## src/rtl/spi_readout_pkg.sv

```systemverilog
// Package for the SPI readout host: FSM state encoding and register-map constants.
// Optional feature macro used by the importing files: READOUT_ADDR_TAG_EN.
package spi_readout_pkg;

  typedef enum logic [2:0] {
    IDLE,
    LEAD,
    CMD,
    DATA,
    TRAIL,
    GAP
  } state_t;

  // Bit 7 of the command byte: 1 = read.
  localparam logic RD_CMD_BIT = 1'b1;
  // Register map: addresses 0..N_SPI_REGS-1 are SPI registers, CH_BASE and up are
  // channel timestamps.
  localparam int N_SPI_REGS = 10;
  localparam int CH_BASE    = 10;

endpackage

```

## src/rtl/spi_readout_host_clk_gen.sv

```systemverilog
// spi_clk_gen: half-period counter and SPI clock generator for spi_readout_host.
// Ports:
//   clk, rst     system clock, asynchronous active-high reset
//   en_i         counter runs while high, held at zero while low
//   tgl_en_i     spi_clk toggles on each tick while high
//   tick_o       one-clk strobe each time the half-period counter wraps
//   rise_o       spi_clk goes high on this clk edge
//   fall_o       spi_clk goes low on this clk edge
//   spi_clk_o    registered SPI clock (mode 0, idles low)
module spi_clk_gen #(
  parameter int CLK_DIV = 4
) (
  input  logic clk,
  input  logic rst,
  input  logic en_i,
  input  logic tgl_en_i,
  output logic tick_o,
  output logic rise_o,
  output logic fall_o,
  output logic spi_clk_o
);

  localparam int HP_W = (CLK_DIV > 1) ? $clog2(CLK_DIV) : 1;
  localparam logic [HP_W-1:0] HP_MAX = HP_W'(CLK_DIV - 1);

  logic [HP_W-1:0] hp_cnt_q;
  logic            spi_clk_q;

  assign tick_o    = en_i && (hp_cnt_q == HP_MAX);
  // Edge strobes describe the transition happening at the end of this cycle.
  assign rise_o    = tick_o && tgl_en_i && !spi_clk_q;
  assign fall_o    = tick_o && tgl_en_i && spi_clk_q;
  assign spi_clk_o = spi_clk_q;

  always_ff @(posedge clk or posedge rst) begin
    if (rst) begin
      hp_cnt_q  <= '0;
      spi_clk_q <= 1'b0;
    end else begin
      if (!en_i || tick_o) hp_cnt_q <= '0;
      else                 hp_cnt_q <= hp_cnt_q + 1'b1;

      if (!en_i)                   spi_clk_q <= 1'b0;
      else if (tick_o && tgl_en_i) spi_clk_q <= ~spi_clk_q;
    end
  end

endmodule

```

## src/rtl/spi_readout_host.sv

```systemverilog
// spi_readout_host: SPI host that reads a burst of bytes from the chip's register /
// timestamp map. Sends {read flag, start address} on pico, then clocks req_len+1
// bytes in from poci (the peripheral auto-increments its address per byte).
// Ports:
//   clk, rst              system clock, asynchronous active-high reset
//   req_valid/req_ready   request handshake (ready only in IDLE)
//   req_addr, req_len     first address, byte count minus one
//   rd_data/rd_valid      received byte and its one-clk strobe (no backpressure)
//   rd_last               marks the final byte of the burst
//   busy                  high from acceptance until back in IDLE
//   spi_clk, cs, pico     SPI outputs (mode 0, cs active high)
//   poci                  SPI input, already synchronised to clk
//   rd_addr               (READOUT_ADDR_TAG_EN only) address of the byte in rd_data
module spi_readout_host
  import spi_readout_pkg::*;
#(
  parameter int CLK_DIV = 4,
  parameter int ADDR_W  = 7,
  parameter int LEN_W   = 4
) (
  input  logic              clk,
  input  logic              rst,
  input  logic              req_valid,
  output logic              req_ready,
  input  logic [ADDR_W-1:0] req_addr,
  input  logic [LEN_W-1:0]  req_len,
  output logic [7:0]        rd_data,
  output logic              rd_valid,
  output logic              rd_last,
  output logic              busy,
  output logic              spi_clk,
  output logic              cs,
  output logic              pico,
  input  logic              poci
`ifdef READOUT_ADDR_TAG_EN
  ,
  output logic [ADDR_W-1:0] rd_addr
`endif
);

  localparam int CMD_W = ADDR_W + 1;

  state_t             state_q, state_d;
  logic               cs_q, cs_d, pico_q, pico_d;
  logic               ready_q, ready_d, busy_q, busy_d;
  logic               vld_q, vld_d, last_q, last_d, gap_q, gap_d;
  logic [CMD_W-1:0]   cmd_sr_q, cmd_sr_d;
  logic [7:0]         rx_sr_q, rx_sr_d, rd_data_q, rd_data_d;
  logic [2:0]         bit_cnt_q, bit_cnt_d;
  logic [LEN_W:0]     byte_cnt_q, byte_cnt_d;
  logic [LEN_W-1:0]   len_q, len_d;
  logic               clk_en, tgl_en, tick, rise, fall, is_last;
`ifdef READOUT_ADDR_TAG_EN
  logic [ADDR_W-1:0]  tag_q, tag_d, rd_addr_q, rd_addr_d;
`endif

  assign clk_en  = (state_q != IDLE);
  assign tgl_en  = (state_q == CMD) || (state_q == DATA);
  assign is_last = (byte_cnt_q == {1'b0, len_q});

  spi_clk_gen #(.CLK_DIV(CLK_DIV)) u_clk_gen (
    .clk       (clk),
    .rst       (rst),
    .en_i      (clk_en),
    .tgl_en_i  (tgl_en),
    .tick_o    (tick),
    .rise_o    (rise),
    .fall_o    (fall),
    .spi_clk_o (spi_clk)
  );

  always_comb begin
    state_d    = state_q;
    cs_d       = cs_q;
    pico_d     = pico_q;
    cmd_sr_d   = cmd_sr_q;
    rx_sr_d    = rx_sr_q;
    bit_cnt_d  = bit_cnt_q;
    byte_cnt_d = byte_cnt_q;
    len_d      = len_q;
    gap_d      = gap_q;
    rd_data_d  = rd_data_q;
    vld_d      = 1'b0;
    last_d     = 1'b0;
`ifdef READOUT_ADDR_TAG_EN
    tag_d      = tag_q;
    rd_addr_d  = rd_addr_q;
`endif
    case (state_q)
      IDLE: begin
        if (req_valid && ready_q) begin
          len_d      = req_len;
          // Bit 7 goes straight onto pico; the address bits follow on falling edges.
          pico_d     = RD_CMD_BIT;
          cmd_sr_d   = {req_addr, 1'b0};
          cs_d       = 1'b1;
          bit_cnt_d  = '0;
          byte_cnt_d = '0;
          gap_d      = 1'b0;
`ifdef READOUT_ADDR_TAG_EN
          tag_d      = req_addr;
`endif
          state_d    = LEAD;
        end
      end
      LEAD: begin
        if (tick) state_d = CMD;
      end
      CMD: begin
        if (fall) begin
          pico_d    = cmd_sr_q[CMD_W-1];
          cmd_sr_d  = cmd_sr_q << 1;
          bit_cnt_d = bit_cnt_q + 3'd1;
          if (bit_cnt_q == 3'd7) begin
            pico_d  = 1'b0;
            state_d = DATA;
          end
        end
      end
      DATA: begin
        if (rise) rx_sr_d = {rx_sr_q[6:0], poci};
        if (fall) begin
          bit_cnt_d = bit_cnt_q + 3'd1;
          // A byte is complete at the falling edge that closes its 8th spi_clk cycle.
          if (bit_cnt_q == 3'd7) begin
            vld_d      = 1'b1;
            rd_data_d  = rx_sr_q;
            last_d     = is_last;
            byte_cnt_d = byte_cnt_q + 1'b1;
`ifdef READOUT_ADDR_TAG_EN
            rd_addr_d  = tag_q;
            tag_d      = tag_q + 1'b1;
`endif
            if (is_last) state_d = TRAIL;
          end
        end
      end
      TRAIL: begin
        if (tick) begin
          cs_d    = 1'b0;
          state_d = GAP;
        end
      end
      GAP: begin
        // Two ticks with cs low so the peripheral resets its address register.
        if (tick) begin
          gap_d = 1'b1;
          if (gap_q) state_d = IDLE;
        end
      end
      default: state_d = IDLE;
    endcase
    ready_d = (state_d == IDLE);
    busy_d  = (state_d != IDLE);
  end

  always_ff @(posedge clk or posedge rst) begin
    if (rst) begin
      state_q    <= IDLE;
      cs_q       <= 1'b0;
      pico_q     <= 1'b0;
      ready_q    <= 1'b0;
      busy_q     <= 1'b0;
      vld_q      <= 1'b0;
      last_q     <= 1'b0;
      gap_q      <= 1'b0;
      cmd_sr_q   <= '0;
      rx_sr_q    <= '0;
      rd_data_q  <= '0;
      bit_cnt_q  <= '0;
      byte_cnt_q <= '0;
      len_q      <= '0;
`ifdef READOUT_ADDR_TAG_EN
      tag_q      <= '0;
      rd_addr_q  <= '0;
`endif
    end else begin
      state_q    <= state_d;
      cs_q       <= cs_d;
      pico_q     <= pico_d;
      ready_q    <= ready_d;
      busy_q     <= busy_d;
      vld_q      <= vld_d;
      last_q     <= last_d;
      gap_q      <= gap_d;
      cmd_sr_q   <= cmd_sr_d;
      rx_sr_q    <= rx_sr_d;
      rd_data_q  <= rd_data_d;
      bit_cnt_q  <= bit_cnt_d;
      byte_cnt_q <= byte_cnt_d;
      len_q      <= len_d;
`ifdef READOUT_ADDR_TAG_EN
      tag_q      <= tag_d;
      rd_addr_q  <= rd_addr_d;
`endif
    end
  end

  assign req_ready = ready_q;
  assign busy      = busy_q;
  assign cs        = cs_q;
  assign pico      = pico_q;
  assign rd_data   = rd_data_q;
  assign rd_valid  = vld_q;
  assign rd_last   = last_q;
`ifdef READOUT_ADDR_TAG_EN
  assign rd_addr   = rd_addr_q;
`endif

endmodule

```

## config.mk

```make
export PLATFORM = sky130hd
export DESIGN_NAME = spi_readout_host
export DESIGN_NICKNAME = d
export VERILOG_FILES = /design/src/rtl/spi_readout_pkg.sv /design/src/rtl/spi_readout_host_clk_gen.sv /design/src/rtl/spi_readout_host.sv
export SDC_FILE = /design/constraint.sdc
export NUM_CORES = 1
export LEC_CHECK = 0
export BUFFER_PORTS_ARGS = -buffer_cell sky130_fd_sc_hd__buf_2
export CAP_MARGIN = 20
export CORE_MARGIN = 3
export CORE_UTILIZATION = 51
export DETAILED_ROUTE_END_ITERATION = 10
export GPL_TIMING_DRIVEN = 0
export PLACE_DENSITY = 0.73
export SLEW_MARGIN = 10
export SYNTH_ARGS = -nofsm -noshare
export SYNTH_HDL_FRONTEND = slang
export SYNTH_SLANG_ARGS = --single-unit
```

## constraint.sdc

```tcl
create_clock -name clk -period 1.7 [get_ports clk]
set_input_delay 0.17 -clock clk [delete_from_list [all_inputs] [get_ports clk]]
set_output_delay 0.17 -clock clk [all_outputs]
set_load 0.05 [all_outputs]
```

==> results.json, run 1 <==
{
  "grt_max_degree": 40,
  "drive_above_1_share": 0.371,
  "slew_viol_final": 0,
  "viasPerCell": 5.33,
  "synth_edf_count": 0,
  "path_cells": "ha_2 -> ha_4 -> nand2_4 -> nor2_4 -> a31o_4 -> or4b_1",
  "grt_use_total": 0.185,
  "row_count": 23,
  "pre_cts_slack_ps": -194,
  "ys_ff_latch": 48,
  "grt_pass1_wl_microns": 7310,
  "gp_congestion": 0.774,
  "relSlewSlack": 0.737,
  "vias": 1631,
  "die-area_sq_mm": 0.00512,
  "violations": "DRC, setup timing",
  "antenna_left": 0,
  "syn_inst": 206,
  "yosysSeqAreaShare": 0.548,
  "power.share.switching": 0.209,
  "die_y_microns": 71.5,
  "leakagePower_nw": 1.31,
  "pwr-share-comb": 0.022,
  "die-width_microns": 71.5,
  "finalHoldViolations": 0,
  "initial_core_util": 0.536,
  "drv_cap": 0,
  "async_reset_ff_frac": 1.00,
  "vdd_drop_max_mv": 0.500,
  "path_class": "register to register",
  "cts_buffers": 5,
  "fin_nets": 274,
  "firstDrtPassIters": 7,
  "rsz0062_at_grt": "true",
  "synthTopCellsByArea": "dfrtp_1, mux2_2, nand2_1",
  "worst_slew_pin_slew_ps": 394,
  "power_switching_uw": 424,
  "outcome": "complete, but fails checks",
  "clock_sinks": 48,
  "cp_max_fo": 4,
  "cp-end-kind": "register",
  "p_seq_frac": 0.563,
  "post-place-cells": 286,
  "setup_slack_ps": -33.8,
  "yosysTopAreaCell": "dfrtp_1",
  "fin_skew_ps": 5.81,
  "synth_fp_nets": 225,
  "crit_path_start_kind": "register",
  "clock_power_share": 0.415,
  "h-tree-depth": 2,
  "synthTopCellsByCount": "dfrtp_1, nand2_1, mux2_2",
  "clk_pin_slew_ps": 90,
  "finalPower_mw": 2.03,
  "yosysMostFrequentCell": "dfrtp_1",
  "hold_class": "input port to register",
  "min_period_ps": 1730,
  "grt_overflow": 0,
  "synth_area_per_cell_sq_um": 10.6,
  "synth_warnings": 0,
  "dr.first_iter.drc_count": 70,
  "synth_flop_cell": "dfrtp_1",
  "insertion_delay_ps": 300,
  "syn_to_final_growth_pct": 26.1,
  "power.density_mw_per_mm2": 733,
  "grt_pass1_vias": 1540,
  "place_hpwl_microns": 2940,
  "io_pins": 30,
  "worst_hold_slack_ps": 53.7,
  "p_int_mw": 1.60,
  "root_buffer": "clkbuf_8",
  "antenna_found_initial": 0,
  "cts_buffer_depth": 2,
  "synthDistinctLibCells": 37,
  "final_cells": 306,
  "period_share": 1.02,
  "synth_top_area_share": 0.548,
  "synth_area_sq_mm": 0.00219,
  "core_area_sq_mm": 0.00409,
  "critPathSlowestCell": "or4b_1",
  "cp_data_arrival_time_ps": 1910,
  "wl_per_cell_microns": 14.3,
  "antennaDiodeCount": 0,
  "routed_wl_microns": 4380,
  "worst_ep_required_time_ps": 1870,
  "max_freq_mhz": 577,
  "cts_tree": "done",
  "critPathMaxStageDelay_ps": 500,
  "finalSetupViolCount": 1,
  "drc": 1,
  "portBuffers": 29
}
## path summary, 6_finish.rpt
| check | startpoint | end | slack [ps] | cells after the start |
|---|---|---|---|---|
| max in group asynchronous | rst | state_q[0]$_DFF_PP0_ | 890 | 4 |
| min in group asynchronous | rst | rd_data[5]$_DFFE_PP0P_ | 320 | 3 |
| min reg2reg | cs$_DFFE_PP0P_ | cs$_DFFE_PP0P_ | 500 | 2 |
| max reg2reg | bit_cnt_q[1]$_DFFE_PP0P_ | busy$_DFF_PP0_ | -30 | 6 |
| min | req_len[3] | len_q[3]$_DFFE_PP0P_ | 50 | 3 |
| max | bit_cnt_q[1]$_DFFE_PP0P_ | busy$_DFF_PP0_ | -30 | 6 |
## metrics by stage
| step | instance area (sq um) | setup TNS [ps] | utilization |
|---|---|---|---|
| 2_1_floorplan | 2210 | -73.4 | - |
| 5_1_grt | 2760 | -187 | 0.676 |
| 6_report | 2760 | -33.8 | 0.676 |
| 3_3_place_gp | 2420 | -11540 | 0.592 |
| 3_5_place_dp | 2440 | -1060 | 0.597 |
| 4_1_cts | 2670 | -135 | 0.654 |
## per-layer routing
layer	wire length, microns	vias up	track usage	share of wire
li1	-	812	-	-
met1	2090	785	0.249	0.48
met2	2080	29	0.292	0.48
met3	147	5	0.0477	0.034
met4	60	0	0.0668	0.014
met5	0	-	0	0
## repair_timing
action | CTS | global route
buffers inserted | 8 | 3
pin swaps | 4 | 0
setup endpoints to repair | 27 | 26
hold buffers | 1 | 0
endpoints found under the hold margin | 9 | 0
gates resized for setup | 11 | 14
## cells by family after synthesis
group	after synthesis	synth area share
and+or+nand+nor	88	0.202
xor gates and xnor gates	7	0.0280
AOI/OAI and AO/OA	29	0.0840
adders and majority gates	4	0.0228
muxes	17	0.0874
buffers and inverters	13	0.0280
DFF	48	0.548
## layout by cell type (no fill, tap or decap), types with 3 or more instances in the layout
cell | Yosys | layout
buf_4 | 1 | 12
nor2_1 | 12 | 10
nand2_1 | 43 | 41
inv_1 | 5 | 4
and2_1 | 3 | 3
a31oi_1 | 8 | 8
nand2b_1 | 3 | 3
nor4_1 | 3 | 3
nor3b_1 | 4 | 4
xor2_1 | 4 | 4
clkbuf_8 | 0 | 5
buf_2 | 7 | 29
mux2_2 | 17 | 17
nor2b_1 | 4 | 4
o21ai_0 | 10 | 10
dfrtp_1 | 48 | 46
xnor2_1 | 3 | 3
clkbuf_4 | 0 | 5
## layout make-up
cell class                 count  area [sq um]
inverter                       5          18.8
tap                           50          62.6
timing repair buffer          42           258
fill                         333          1320
multi-input combinational    145          1040
clock inverter                 3          46.3
sequential                    48          1200
buffer                         8          67.6
clock buffer                   5          68.8
## state kept, by name (all words and copies together), names as in the netlist
| signal | flops |
|---|---|
| rx_sr_q | 8 |
| rd_last | 1 |
| rd_data | 8 |
| busy | 1 |
| cmd_sr_q | 7 |
| bit_cnt_q | 3 |
| state_q | 3 |
| rd_valid | 1 |
| gap_q | 1 |
| cs | 1 |
| req_ready | 1 |
| len_q | 4 |
| u_clk_gen.spi_clk_o | 1 |
| byte_cnt_q | 5 |
| u_clk_gen.hp_cnt_q | 2 |
| pico | 1 |
## worst max-delay path, delay by kind of cell (launching register included)
| kind | cells | cell delay (ps) |
|---|---|---|
| flops | 1 | 400 |
| fa+ha+maj | 2 | 380 |
| simple gates | 3 | 620 |
| compound gates | 1 | 220 |
## power by group through the flow
stage	Combinational (mW)	Sequential [mW]	Clock [mW]
floorplan	0.0173	1.16	0
detailed placement	0.0453	1.16	0
global placement	0.0389	1.16	0
finish	0.0451	1.14	0.840
CTS	0.0472	1.14	0.856
global route	0.0517	1.14	0.911
Note: power is estimated with default switching activity, not from simulation.
==> inputs of run 2 (changes only) <==
--- a/config.mk
+++ b/config.mk
@@ -18 +18,2 @@
 export SYNTH_SLANG_ARGS = --single-unit
+export TNS_END_PERCENT = 5
==> constraint.sdc (replaced) <==
create_clock -name clk -period 1.7 [get_ports clk]
set_input_delay 0.255 -clock clk [delete_from_list [all_inputs] [get_ports clk]]
set_output_delay 0.255 -clock clk [all_outputs]
set_load 0.05 [all_outputs]
==> run 2 against run 1 <==
Sequential cell count stayed put. Combinational power hardly changed. Non-clock buffer count is 2 lower. Clock skew is 0.72 ps higher. Sequential share of layout area is 0.76 points higher. Critical path depth stayed put. Clock-buffer cell count stayed put. The run ends with setup timing left. Highest routed layer unchanged. Wire length is 2.5% lower.
==> results.json, run 2 (synthesis gave the netlist of run 1 again) <==
{
  "viasPerCell": 5.37,
  "finish.instance_area_sq_mm": 0.00272,
  "critPathSlowestCell": "or4b_1",
  "rsz0062_at_grt": "true",
  "vias": 1631,
  "cts_buffers": 5,
  "syn_to_final_growth_pct": 23.9,
  "critPathMaxStageDelay_ps": 500,
  "max_freq_mhz": 572,
  "wl_per_cell_microns": 14.0,
  "grt_overflow": 0,
  "finalHoldViolations": 0,
  "cp_max_fo": 4,
  "h-tree-depth": 2,
  "antenna_left": 0,
  "io_pins": 30,
  "leakagePower_nw": 1.29,
  "place_hpwl_microns": 2940,
  "cts_buffer_depth": 2,
  "crit_path_start_kind": "register",
  "antennaDiodeCount": 0,
  "fin_nets": 272,
  "final_cell_mix": "dfrtp_1, nand2_1, buf_2",
  "row_count": 23,
  "root_buffer": "clkbuf_8",
  "rrSetupSlack_ps": -50,
  "vdd_drop_max_mv": 0.501,
  "relSlewSlack": 0.747,
  "power.density_mw_per_mm2": 747,
  "firstDrtPassIters": 4,
  "fin_skew_ps": 6.53,
  "crit_buf_inv": 0,
  "cp_top_family": "simple AND/OR/NAND/NOR gates",
  "final_cells": 304,
  "grt_pass1_vias": 1538,
  "gp_congestion": 0.774,
  "period_share": 1.03,
  "grt_pass1_wl_microns": 7230,
  "outcome": "complete, but fails checks",
  "initial_core_util": 0.536,
  "die-width_microns": 71.5,
  "grt_max_degree": 40,
  "rr_worst_depth": 6,
  "die_y_microns": 71.5,
  "post-place-cells": 286,
  "cp_data_arrival_time_ps": 1920,
  "clock_sinks": 48,
  "path_class": "register to register",
  "worst_ep_required_time_ps": 1870,
  "worst-path-stages": 6,
  "cts_tree": "done",
  "cp-end-kind": "register",
  "drive_above_1_share": 0.358,
  "worst_slew_pin_slew_ps": 378,
  "grt_use_total": 0.183,
  "routed_wl_microns": 4270,
  "insertion_delay_ps": 300,
  "die-area_sq_mm": 0.00512,
  "drv_cap": 0,
  "min_path_cells": 3,
  "hold_class": "input port to register",
  "dpl_cell_area_sq_mm": 0.00244,
  "final_core_util": 0.664,
  "clk_pin_slew_ps": 90,
  "min_period_ps": 1750,
  "violations": "setup timing",
  "final_common_cell": "dfrtp_1",
  "drc": 0,
  "dr.first_iter.drc_count": 65,
  "path_cells": "ha_2 -> ha_4 -> nand2_4 -> nor2_4 -> a31o_4 -> or4b_1",
  "slew_viol_final": 0,
  "setup_slack_ps": -47.3,
  "tns_ps": -47.3,
  "core_area_sq_mm": 0.00409,
  "worst_hold_slack_ps": 137,
  "finalSetupViolCount": 1,
  "portBuffers": 29,
  "antenna_found_initial": 0
}
[run 2: changes by cell type in the layout (fill, tap and decap cells not counted), sizes merged]
cell	previous run	this run
clkbuf	10	8
[run 2: stage by stage]
stage / total power, mW / setup WS, ps
2_1_floorplan: 1.18 / -73.4
3_3_place_gp: 1.20 / -454
3_5_place_dp: 1.21 / -194
4_1_cts: 2.04 / -42.5
5_1_grt: 2.10 / -99.5
6_report: 2.03 / -47.3
[run 2: metal layers]
metal  GRT usage  wire length [microns]
met1       0.247                   1980
met2       0.287                   2010
met3      0.0477                    210
met4      0.0668                     60
met5           0                      0
[run 2: worst reg2reg max path, stage by stage, from the launching register on]
cell and delay, ps:
dfrtp_1 400, ha_2 200, ha_4 180, nand2_4 70, nor2_4 50, a31o_4 230
or4b_1 500
[run 2: layout make-up]
cell class | instances | area (sq um)
plain buffers | 8 | 61.3
repair buffers | 40 | 243
clock inverters | 3 | 46.3
fillers | 333 | 1370
clock buffers | 5 | 68.8
inverters | 5 | 18.8
multi-input cells | 145 | 1010
well taps | 50 | 62.6
flip-flops and latches | 48 | 1200
[run 2: final timing paths]
check | start | to
worst max-delay path | bit_cnt_q[1]$_DFFE_PP0P_ | busy$_DFF_PP0_
worst min-delay path | req_len[3] | len_q[3]$_DFFE_PP0P_
worst max register to register | bit_cnt_q[1]$_DFFE_PP0P_ | busy$_DFF_PP0_
worst min register to register | cs$_DFFE_PP0P_ | cs$_DFFE_PP0P_
max in group asynchronous | rst | state_q[0]$_DFF_PP0_
min in group asynchronous | rst | rd_data[5]$_DFFE_PP0P_
[run 2: report_power, final]
group	leakage (nW)	internal [mW]	total, mW	switching [mW]
logic	0.634	0.0181	0.0451	0.0269
registers	0.597	1.14	1.14	0
clock network	0.0548	0.443	0.844	0.400
[run 2: repair_timing]
item	in CTS	in global routing
setup buffers	7	2
pin swaps	5	1
endpoints found under the hold margin	9	0
gates resized for setup	12	7
hold buffers	1	0
endpoints found under the setup margin	27	25
